===== src/rtl/dqce_gate_ctrl.sv =====
// Push-button controlled CE driver for a DQCE clock gate.
// Each accepted press toggles the gated clock; completion is confirmed from a feedback toggle bit.
module dqce_gate_ctrl #(
    parameter int INV_BTN         = 0,
    parameter int DEBOUNCE_CYCLES = 270000,
    parameter int QUIET_CYCLES    = 8,
    parameter int ACK_TIMEOUT     = 64
) (
    input  logic       clk,
    input  logic       rst_i,
    input  logic       key_i,
    input  logic       gate_fb_i,
    output logic       ce_o,
    output logic       running_o,
    output logic       stopped_o,
    output logic       fault_o,
    output logic [7:0] press_cnt_o
);

    localparam int DBW = $clog2(DEBOUNCE_CYCLES);
    localparam int QW  = $clog2(QUIET_CYCLES + 1);
    localparam int TW  = $clog2(ACK_TIMEOUT + 1);

    typedef enum logic [1:0] {
        S_RUN,
        S_STOPPING,
        S_STOPPED,
        S_STARTING
    } state_t;

    // Reset asserts asynchronously but releases on a clock edge.
    logic [1:0] rst_sync_q;
    logic       rst;

    always_ff @(posedge clk or posedge rst_i) begin
        if (rst_i) rst_sync_q <= 2'b11;
        else       rst_sync_q <= {rst_sync_q[0], 1'b0};
    end

    assign rst = rst_sync_q[1];

    logic key_meta_q, key_sync_q;
    logic fb_meta_q, fb_sync_q, fb_prev_q;
    logic key_lvl, fb_act, press;

    always_ff @(posedge clk or posedge rst) begin
        if (rst) begin
            key_meta_q <= 1'b0;
            key_sync_q <= 1'b0;
            fb_meta_q  <= 1'b0;
            fb_sync_q  <= 1'b0;
            fb_prev_q  <= 1'b0;
        end else begin
            key_meta_q <= key_i;
            key_sync_q <= key_meta_q;
            fb_meta_q  <= gate_fb_i;
            fb_sync_q  <= fb_meta_q;
            fb_prev_q  <= fb_sync_q;
        end
    end

    assign key_lvl = key_sync_q ^ 1'(INV_BTN);
    assign fb_act  = fb_sync_q != fb_prev_q;

    logic [DBW-1:0] db_cnt_q, db_cnt_d;
    logic           db_lvl_q, db_lvl_d, db_prev_q;

    always_comb begin
        db_cnt_d = '0;
        db_lvl_d = db_lvl_q;
        if (key_lvl != db_lvl_q) begin
            if (db_cnt_q == DBW'(DEBOUNCE_CYCLES - 1)) db_lvl_d = ~db_lvl_q;
            else                                       db_cnt_d = db_cnt_q + 1'b1;
        end
    end

    always_ff @(posedge clk or posedge rst) begin
        if (rst) begin
            db_cnt_q  <= '0;
            db_lvl_q  <= 1'b0;
            db_prev_q <= 1'b0;
        end else begin
            db_cnt_q  <= db_cnt_d;
            db_lvl_q  <= db_lvl_d;
            db_prev_q <= db_lvl_q;
        end
    end

    assign press = db_lvl_q & ~db_prev_q;

    state_t        state_q, state_d;
    logic [QW-1:0] quiet_q, quiet_d;
    logic [TW-1:0] timer_q, timer_d;
    logic          timed_out, accept;

    always_ff @(posedge clk or posedge rst) begin
        if (rst) begin
            state_q <= S_RUN;
            quiet_q <= '0;
            timer_q <= '0;
        end else begin
            state_q <= state_d;
            quiet_q <= quiet_d;
            timer_q <= timer_d;
        end
    end

    // Success is tested before the timeout, so a tie never raises a fault.
    always_comb begin
        state_d   = state_q;
        quiet_d   = '0;
        timer_d   = '0;
        timed_out = 1'b0;
        accept    = 1'b0;
        unique case (state_q)
            S_RUN: begin
                if (press) begin
                    state_d = S_STOPPING;
                    accept  = 1'b1;
                end
            end
            S_STOPPING: begin
                quiet_d = fb_act ? '0 : quiet_q + 1'b1;
                timer_d = timer_q + 1'b1;
                if (!fb_act && quiet_q == QW'(QUIET_CYCLES - 1)) begin
                    state_d = S_STOPPED;
                end else if (timer_q == TW'(ACK_TIMEOUT - 1)) begin
                    state_d   = S_STOPPED;
                    timed_out = 1'b1;
                end
            end
            S_STOPPED: begin
                if (press) begin
                    state_d = S_STARTING;
                    accept  = 1'b1;
                end
            end
            S_STARTING: begin
                timer_d = timer_q + 1'b1;
                if (fb_act) begin
                    state_d = S_RUN;
                end else if (timer_q == TW'(ACK_TIMEOUT - 1)) begin
                    state_d   = S_RUN;
                    timed_out = 1'b1;
                end
            end
            default: state_d = S_RUN;
        endcase
        if (state_d != state_q) begin
            quiet_d = '0;
            timer_d = '0;
        end
    end

    logic       ce_q, ce_d;
    logic       running_q, running_d;
    logic       stopped_q, stopped_d;
    logic       fault_q, fault_d;
    logic [7:0] cnt_q, cnt_d;

    always_comb begin
        ce_d      = (state_d == S_RUN) || (state_d == S_STARTING);
        running_d = state_d == S_RUN;
        stopped_d = state_d == S_STOPPED;
        fault_d   = fault_q | timed_out;
        cnt_d     = cnt_q + 8'(accept);
    end

    always_ff @(posedge clk or posedge rst) begin
        if (rst) begin
            ce_q      <= 1'b1;
            running_q <= 1'b1;
            stopped_q <= 1'b0;
            fault_q   <= 1'b0;
            cnt_q     <= '0;
        end else begin
            ce_q      <= ce_d;
            running_q <= running_d;
            stopped_q <= stopped_d;
            fault_q   <= fault_d;
            cnt_q     <= cnt_d;
        end
    end

    assign ce_o        = ce_q;
    assign running_o   = running_q;
    assign stopped_o   = stopped_q;
    assign fault_o     = fault_q;
    assign press_cnt_o = cnt_q;

endmodule


===== config.mk =====
export PLATFORM = sky130hd
export DESIGN_NAME = dqce_gate_ctrl
export DESIGN_NICKNAME = d
export VERILOG_FILES = /design/src/rtl/dqce_gate_ctrl.sv
export SDC_FILE = /design/constraint.sdc
export NUM_CORES = 1
export LEC_CHECK = 0
export BUFFER_PORTS_ARGS = -buffer_cell sky130_fd_sc_hd__buf_2
export CAP_MARGIN = 20
export CORE_MARGIN = 2
export CORE_UTILIZATION = 25
export DETAILED_ROUTE_END_ITERATION = 6
export GPL_TIMING_DRIVEN = 0
export SETUP_SLACK_MARGIN = 0.05
export SYNTH_ARGS = -nofsm -noshare
export SYNTH_HDL_FRONTEND = slang
export SYNTH_SLANG_ARGS = --single-unit

===== constraint.sdc =====
create_clock -name clk -period 1.9 [get_ports clk]
set_clock_uncertainty 0.2 [all_clocks]
set_input_delay 0.475 -clock clk [delete_from_list [all_inputs] [get_ports clk]]
set_output_delay 0.475 -clock clk [all_outputs]
set_load 0.05 [all_outputs]

=== After elaboration in Yosys (flattened, before gate mapping) ===
Cells that the tools add are included.

* $add $sub $neg: 4
* Eq/ne operators: 11
* Mux-type cells: 20
* Bitwise logic cells: 4
* Reductions and logical operators: 8

{| class="wikitable"
|+ Operators by type and width
! kind !! number
|-
| 2-to-1 mux 19 bit || 2
|-
| adder 19 x 1 -> 19 bit, second input constant || 1
|-
| == test 19 bit, second input constant || 1
|-
| 2-to-1 mux 7 bit || 2
|-
| 2-to-1 mux 2 bit || 6
|-
| 2-to-1 mux 4 bit || 3
|-
| adder 8 x 1 -> 8 bit || 1
|-
| == test 2 bit, second input constant || 4
|-
| one-hot mux 2 bit (4 select lines) || 1
|-
| adder 7 x 1 -> 7 bit, second input constant || 1
|-
| == test 7 x 6 -> 1 bit, second input constant || 1
|-
| 2-to-1 mux 1 bit || 5
|-
| adder 4 x 1 -> 4 bit, second input constant || 1
|-
| == test 4 x 3 -> 1 bit, second input constant || 1
|-
| logical NOT 2 bit || 2
|-
| OR reduction 2 bit || 2
|-
| == test 2 x 1 -> 1 bit, second input constant || 1
|-
| != test 1 bit || 2
|-
| != test 2 bit || 1
|-
| NOT 1 bit || 2
|-
| one-hot mux 1 bit (2 select lines) || 1
|-
| AND reduction 2 bit || 1
|-
| AND 1 bit || 1
|-
| logical AND 1 bit || 1
|-
| 3 further kinds || 3
|}

* Register bits after elaboration: 53
* Input bits: 4
* Output and inout bits: 12
* Logic and storage cells: 64

=== Longest topological paths before layout ===
Gate-level depths: netlist (run 1).

* Depth in word-level cells: 7
* Mapped depth: 7
* Depth with buffers taken out: 7

=== Least setup slack after synthesis (run 1) ===
OpenSTA, ideal clock, no wires.

* Path type: reg2reg
* Start point: reg fb_prev_q
* End point: reg ce_q (netlist: ce_o)
* Setup time: 0.058 ns
* Arrival time: 1.754 ns
* Data required time: 1.642 ns
* Setup slack: -0.112 ns
* Cell stages (with the launch flop): 7
* Period minus slack after synthesis: 2.012 ns
* Cells stage by stage: dfrtp_1 xor2_1 or3_1 o2111ai_2 nor2b_1 ha_1 inv_1

* Word-level cells in the longest chain between the ends: 7
* Elaborated cells on any way between the ends: 9
* Classes of those cells: eq/ne: 2; mux: 3; reduce/logical: 4

{| class="wikitable"
|+ Ends and longest elaborated chain
! element !! line !! source
|-
| from (decl) || 43 || <nowiki>logic fb_meta_q, fb_sync_q, fb_prev_q;</nowiki>
|-
| from (signal assigned) || 58 || <nowiki>fb_prev_q <= fb_sync_q;</nowiki>
|-
| != test 1 bit * || 63 || <nowiki>assign fb_act = fb_sync_q != fb_prev_q;</nowiki>
|-
| logical NOT 1 bit || 125 || <nowiki>if (!fb_act && quiet_q == QW'(QUIET_CYCLES - 1)) begin</nowiki>
|-
| logical AND 1 bit || 125 ||
|-
| 2-to-1 mux 2 bit || 125 ||
|-
| one-hot mux 2 bit (4 select lines) * || 115 || <nowiki>unique case (state_q)</nowiki>
|-
| == test 2 bit / logical NOT 2 bit (equally long branches) || 162 || <nowiki>ce_d = (state_d == S_RUN) || (state_d == S_STARTING);</nowiki>
|-
| logical OR 1 bit * || 162 ||
|-
| net ce_d || 155 || <nowiki>logic ce_q, ce_d;</nowiki>
|-
| to (signal assigned) || 171 || <nowiki>ce_q <= 1'b1;</nowiki>
|-
| to (signal assigned) || 177 || <nowiki>ce_q <= ce_d;</nowiki>
|-
| to (decl) || 155 ||
|}

Mark *: on every way through the listed nets, which the timed path passes. The rest lies on a longest branch.
A chain may end at the register's enable or synchronous reset.

=== Worst setup path after layout (run 1) ===
* Start point: reg quiet_q[1]
* End point: reg ce_q (netlist: ce_o)

* Word-level cells in the longest chain between the ends: 6
* Elaborated cells on any way between the ends: 7
* Classes of those cells: eq/ne: 2; mux: 2; reduce/logical: 3

{| class="wikitable"
|+ Ends and longest elaborated chain
! element !! line !! source
|-
| from (decl) || 92 || <nowiki>logic [QW-1:0] quiet_q, quiet_d;</nowiki>
|-
| from (signal assigned) || 103 || <nowiki>quiet_q <= quiet_d;</nowiki>
|-
| == test 4 x 3 -> 1 bit * || 125 ||
|-
| logical AND 1 bit * || 125 ||
|-
| 2-to-1 mux 2 bit * || 125 ||
|-
| one-hot mux 2 bit (4 select lines) * || 115 ||
|-
| == test 2 bit / logical NOT 2 bit (equally long branches) || 162 ||
|-
| logical OR 1 bit * || 162 ||
|-
| net ce_d || 155 ||
|}

Marked as above.

==> impl_metrics.toml, run 1 <==
[die]
rows = 34
start_util_pct = 26.0
die_h_um = 99.4
die_w_um = 99.4
io_pins = 16
coreArea_um2 = 8760
dieArea_um2 = 9890

[setup_path]
required_ns = 1.97
cp-end-kind = "flip-flop"
start_kind = "flip-flop"
path_class = "reg2reg"
arrival_ns = 1.97
critPathMaxFanout = 3

[grt]
grt_first_pass_wirelength_um = 7270
grt_usage_pct = 9.06
grt_pass1_vias = 1674
antenna_found_initial = 0
grt_max_degree = 42
grt_overflow = 0

[clocking]
path_clk_slew_ns = 0.10
worstSkewPairLatency_ns = 0.31
cts_buffer_depth = 2
clock-root-buffer = "clkbuf_8"
htreeDepth = 2
cts_buffers = 5
cts_sinks = 53
cts_tree = "done"

[synth]
synth_top_family_by_area = "simple AND/OR/NAND/NOR gates"
synthArstFlopShare_pct = 100
yosysTopAreaCell = "dfrtp_1"
ys_seq_elements = 53
synthesis.nets = 209
netlist_instances = 198
yosysSeqAreaShare_pct = 58.5
yosys.cell_types.count = 40
synth_fa_ha_area_share_pct = 3.85
synth_xor_area_share_pct = 11.2
synth_compound_area_share_pct = 4.12
synth_area_leaders = "dfrtp_1 (54%), xor2_1 (6.2%), nor2_1 (5.1%)"
synth_top_area_share_pct = 53.8
synth_area_um2 = 2280
synth.area.mux_share_pct = 0.495
synth_common_cells = "dfrtp_1 (49), nor2_1 (31), xor2_1 (16), xnor2_1 (13), nand3_1 (12)"
synth-main-ff-cell = "dfrtp_1"
synth.most_common_cell = "dfrtp_1"
synth-edff-count = 0
syn_area_per_cell_um2 = 11.5
synth-simple-area-share_pct = 19.9
yosysWarnings = 0

[power]
p_int_mw = 1.44
pwr-share-clk_pct = 34.4
p_leak_nw = 1.36
switchingPower_uw = 446
netSwitchingFraction_pct = 23.7
totalPowerFinal_mw = 1.89
power_density_nw_per_um2 = 608
ir_drop_mv = 0.268
power_frac_seq_pct = 60.9
pwr-share-comb_pct = 4.7

[run]
cap_violations = 0

[timing]
fin_crit_sh_pct = 100
fmax_mhz = 526
rsz0062_at_grt = "true"
drv_slew = 0
hold_viol_final = 0
period_minus_slack_ns = 1.90
hold_ws_ns = 0.0679
setup_violations = 1
setup_ws_ns = -0.00230

[cells_and_area]
layout-drive-gt1-share_pct = 45.7
utilization_pct = 35.4
fin_cells = 364
diodes = 0
fin_nets = 266
syn2layout_area_growth_pct = 36.3

[routing]
viasPerCell = 4.44
wire_per_inst_um = 11.6
drtAntennaViolNets = 0
drc = 0
drtIter0Drc = 54
first_pass_iters = 4
vias = 1617
routed_wl_um = 4210

[placed_design]
numPortBuffers = 15
gp_congestion = 0.748
dp_hpwl_um = 2530
placed_cells = 322

[outcome]
violations = "setup timing"
status = "complete, but fails checks"

[min_path]
min_path_type = "in2reg"
[power by group through the flow]
stage	sequential, mW	combinational, mW	clock (mW)
2_1_floorplan	1.17	0.0367	0
3_3_place_gp	1.17	0.0507	0
3_5_place_dp	1.17	0.0572	0
4_1_cts	1.15	0.0798	0.678
5_1_grt	1.15	0.0996	0.721
6_report	1.15	0.0880	0.649
[critical path, cell delays in order, from the launching register on]
cell and delay, ns:
dfrtp_1 0.37, ha_2 0.18, nand2_1 0.05, or3_4 0.40, o2111ai_4 0.20, nor2b_4 0.21, ha_4 0.21, inv_2 0.04
[through the flow]
stage | worst slack [ns] | cell area [um2] | TNS [ns]
2_1_floorplan | -0.0440 | 2340 | -0.0440
3_3_place_gp | -0.619 | 2550 | -24.99
3_5_place_dp | -0.195 | 2570 | -2.55
4_1_cts | 0.00188 | 2930 | 0
5_1_grt | -0.0855 | 3100 | -0.540
6_report | -0.00230 | 3100 | -0.00230
[layout by cell type (no fill, tap or decap), drive strengths merged]
master,n
nand2b,2
and2,1
mux2,1
xor2,16
nand3,13
and3,5
clkinv,3
nor3b,1
buf,50
nand2,8
o21ai,5
nor2b,1
xnor2,13
dlygate4sd3,2
or3,4
dfrtp,49
nor3,2
nor4b,1
or4,2
o21a,1
clkbuf,5
dfstp,4
nor2,31
nand4,8
ha,7
and4,3
o211ai,1
o2111ai,2
a21boi,1
nor4,2
inv,7
conb,1
or2,1
a21oi,3
[state kept, by name, summed over array words and instances (netlist names)]
signal	cells
db_cnt_q	19
press_cnt_o	8
timer_q	7
quiet_q	4
rst_sync_q	2
state_q	2
ce_o	1
db_lvl_q	1
db_prev_q	1
fault_o	1
fb_meta_q	1
fb_prev_q	1
fb_sync_q	1
key_lvl	1
key_meta_q	1
running_o	1
stopped_o	1
[final timing paths]
kind | start | endpoint | slack [ns] | cells past startpoint
setup reg to reg | quiet_q[1]$_DFF_PP0_ | ce_o$_DFF_PP1_ | -0.002 | 7
min in group asynchronous | rst_i | rst_sync_q[1]$_DFF_PP1_ | 0.53 | 3
setup / recovery | quiet_q[1]$_DFF_PP0_ | ce_o$_DFF_PP1_ | -0.002 | 7
hold reg to reg | fb_meta_q$_DFF_PP0_ | fb_sync_q$_DFF_PP0_ | 0.16 | 0
hold / removal | gate_fb_i | fb_meta_q$_DFF_PP0_ | 0.07 | 1
max in group asynchronous | rst_sync_q[1]$_DFF_PP1_ | ce_o$_DFF_PP1_ | 0.41 | 3
[kinds of logic after synthesis]
group	after synthesis
AND/OR/NAND/NOR	85
flip-flops	53
XOR/XNOR	29
AO/OA/AOI/OAI	13
buffers and inverters	9
adder cells (fa/ha/maj)	7
other	1
multiplexers	1
[routing by layer]
layer	wire length [um]	global-route usage, %
met1	1980	11.1
met4	55	3.58
met3	151	2.32
met5	0	0
met2	2020	15.2
[layout make-up]
type | count | area (um2)
Buffer | 2 | 22.5
Clock buffer | 5 | 68.8
Timing Repair Buffer | 50 | 382
Sequential cell | 53 | 1340
Clock inverter | 3 | 22.5
Tap cell | 108 | 135
Inverter | 7 | 26.3
Fill cell | 862 | 5660
Multi-Input combinational cell | 136 | 1110
[timing repair]
item | in CTS | in global routing
hold buffers | 2 | 0
gates resized for setup | 22 | 32
pin swaps | 13 | 19
setup endpoints to repair | 24 | 27
hold endpoints to repair | 3 | 0
gates cloned | 1 | 0
buffers inserted | 23 | 8
No activity file was read; power rests on OpenSTA's default activity.
==> inputs of run 2 (changes only) <==
- SETUP_SLACK_MARGIN: 0.05 -> 0.1
==> impl_metrics.toml, run 2 (same netlist as run 1, synthesis figures left out) <==
[placed_design]
numPortBuffers = 15
gp_congestion = 0.786
dp_slack_ns = -0.186
placed_cells = 322
placed_area_um2 = 2600
dp_hpwl_um = 2550

[die]
coreArea_um2 = 8760
dieArea_um2 = 9890
start_util_pct = 26.0
rows = 34
die_h_um = 99.4
die_w_um = 99.4
io_pins = 16

[cells_and_area]
layout-drive-gt1-share_pct = 43.4
top_register = "db_cnt_q"
fin_cells = 366
fill_cells = 869
diodes = 0
fin_nets = 268
area.sequential_um2 = 1330
final_cell_area_um2 = 3150
mostFrequentLayoutCell = "dfrtp_1"
multi_input_area_um2 = 1120
final_cell_mix = "dfrtp_1 (47), buf_4 (27), nor2_1 (20)"
syn2layout_area_growth_pct = 38.4
largest_reg_flops = 19

[clocking]
clock-root-buffer = "clkbuf_8"
cts_tree = "done"
cts_buffers = 5
worstSkewPairLatency_ns = 0.30
path_clk_slew_ns = 0.10
cts_sinks = 53
cts_buffer_depth = 2
htreeDepth = 2

[grt]
grt_usage_pct = 9.37
grt_first_pass_wirelength_um = 7470
antenna_found_initial = 0
grt_pass1_vias = 1634
grt_overflow = 0
grt_max_degree = 40

[outcome]
status = "complete, but fails checks"
violations = "setup timing"

[timing]
hold_viol_final = 0
fmax_mhz = 521
fin_crit_sh_pct = 101
drv_slew = 0
rsz0062_at_grt = "true"
period_minus_slack_ns = 1.92
setup_ws_ns = -0.0181
setup_violations = 5
finalSetupTns_ns = -0.0264

[routing]
first_pass_iters = 4
vias = 1651
drc = 0
viasPerCell = 4.51
drtAntennaViolNets = 0
routed_wl_um = 4430
drtIter0Drc = 52
wire_per_inst_um = 12.1

[setup_path]
cp_top_family = "simple AND/OR/NAND/NOR gates"
cp-end-kind = "flip-flop"
required_ns = 1.96
cp_slowest_cell = "or3_4"
cp_cell_sequence = "ha_2 > nand2_1 > or3_4 > o2111ai_4 > nor2b_4 > ha_4 > inv_2"
start_kind = "flip-flop"
max_stage_delay_ns = 0.41
arrival_ns = 1.98
critPathBufInv = 1
path_class = "reg2reg"
critPathMaxFanout = 4

[power]
p_leak_nw = 1.40
ir_drop_mv = 0.383
power_density_nw_per_um2 = 633

[run]
cap_violations = 0

[min_path]
min_path_type = "reg2async"
run 2: timing repair:
item,4_1_cts,5_1_grt
hold buffers,1,0
gates cloned,0,1
endpoints found under the hold margin,2,0
setup endpoints to repair,24,39
gates resized for setup,18,26
setup buffers,30,4
pin swaps,17,13
run 2: routing by layer:
| metal | routed length (um) | vias up | GRT usage, % |
|---|---|---|---|
| li1 | - | 795 | - |
| met1 | 2020 | 816 | 11.6 |
| met2 | 2160 | 31 | 15.7 |
| met4 | 72 | 0 | 3.48 |
| met3 | 169 | 9 | 2.39 |
| met5 | 0 | - | 0 |
run 2: path summary, 6_finish.rpt:
path | from | end | slack (ns) | depth (start not counted)
hold / removal | rst_sync_q[1]$_DFF_PP1_ | db_cnt_q[0]$_DFF_PP0_ | 0.006 | 1
setup / recovery | quiet_q[0]$_DFF_PP0_ | ce_o$_DFF_PP1_ | -0.02 | 7
max in group asynchronous | rst_sync_q[1]$_DFF_PP1_ | running_o$_DFF_PP1_ | 0.93 | 2
hold reg to reg | rst_sync_q[1]$_DFF_PP1_ | db_cnt_q[0]$_DFF_PP0_ | 0.006 | 1
setup reg to reg | quiet_q[0]$_DFF_PP0_ | ce_o$_DFF_PP1_ | -0.02 | 7
min in group clk | key_i | key_meta_q$_DFF_PP0_ | 0.08 | 1
run 2: cell type report:
class	instances	area share, %
sequential	53	42.3
multi-input combinational	136	35.5
timing repair buffer	52	12.9
tap	108	4.29
clock buffer	6	2.30
clock inverter	2	1.11
inverter	7	0.834
buffer	2	0.715
run 2: through the flow:
stage,utilization (%),hold slack [ns],power (mW)
after CTS,34.4,0.0194,2.02
after detailed placement,29.6,0.00995,1.23
after floorplan,-,0.131,1.21
after global placement,29.4,0.138,1.22
after global routing,36.0,0.0383,2.10
final,36.0,0.00650,1.99
run 2: power by group:
group	internal, mW	total [mW]	switching [mW]
Sequential	1.14	1.15	0.00988
Clock	0.392	0.761	0.369
Combinational	0.0341	0.0823	0.0482
Total	1.57	1.99	0.427
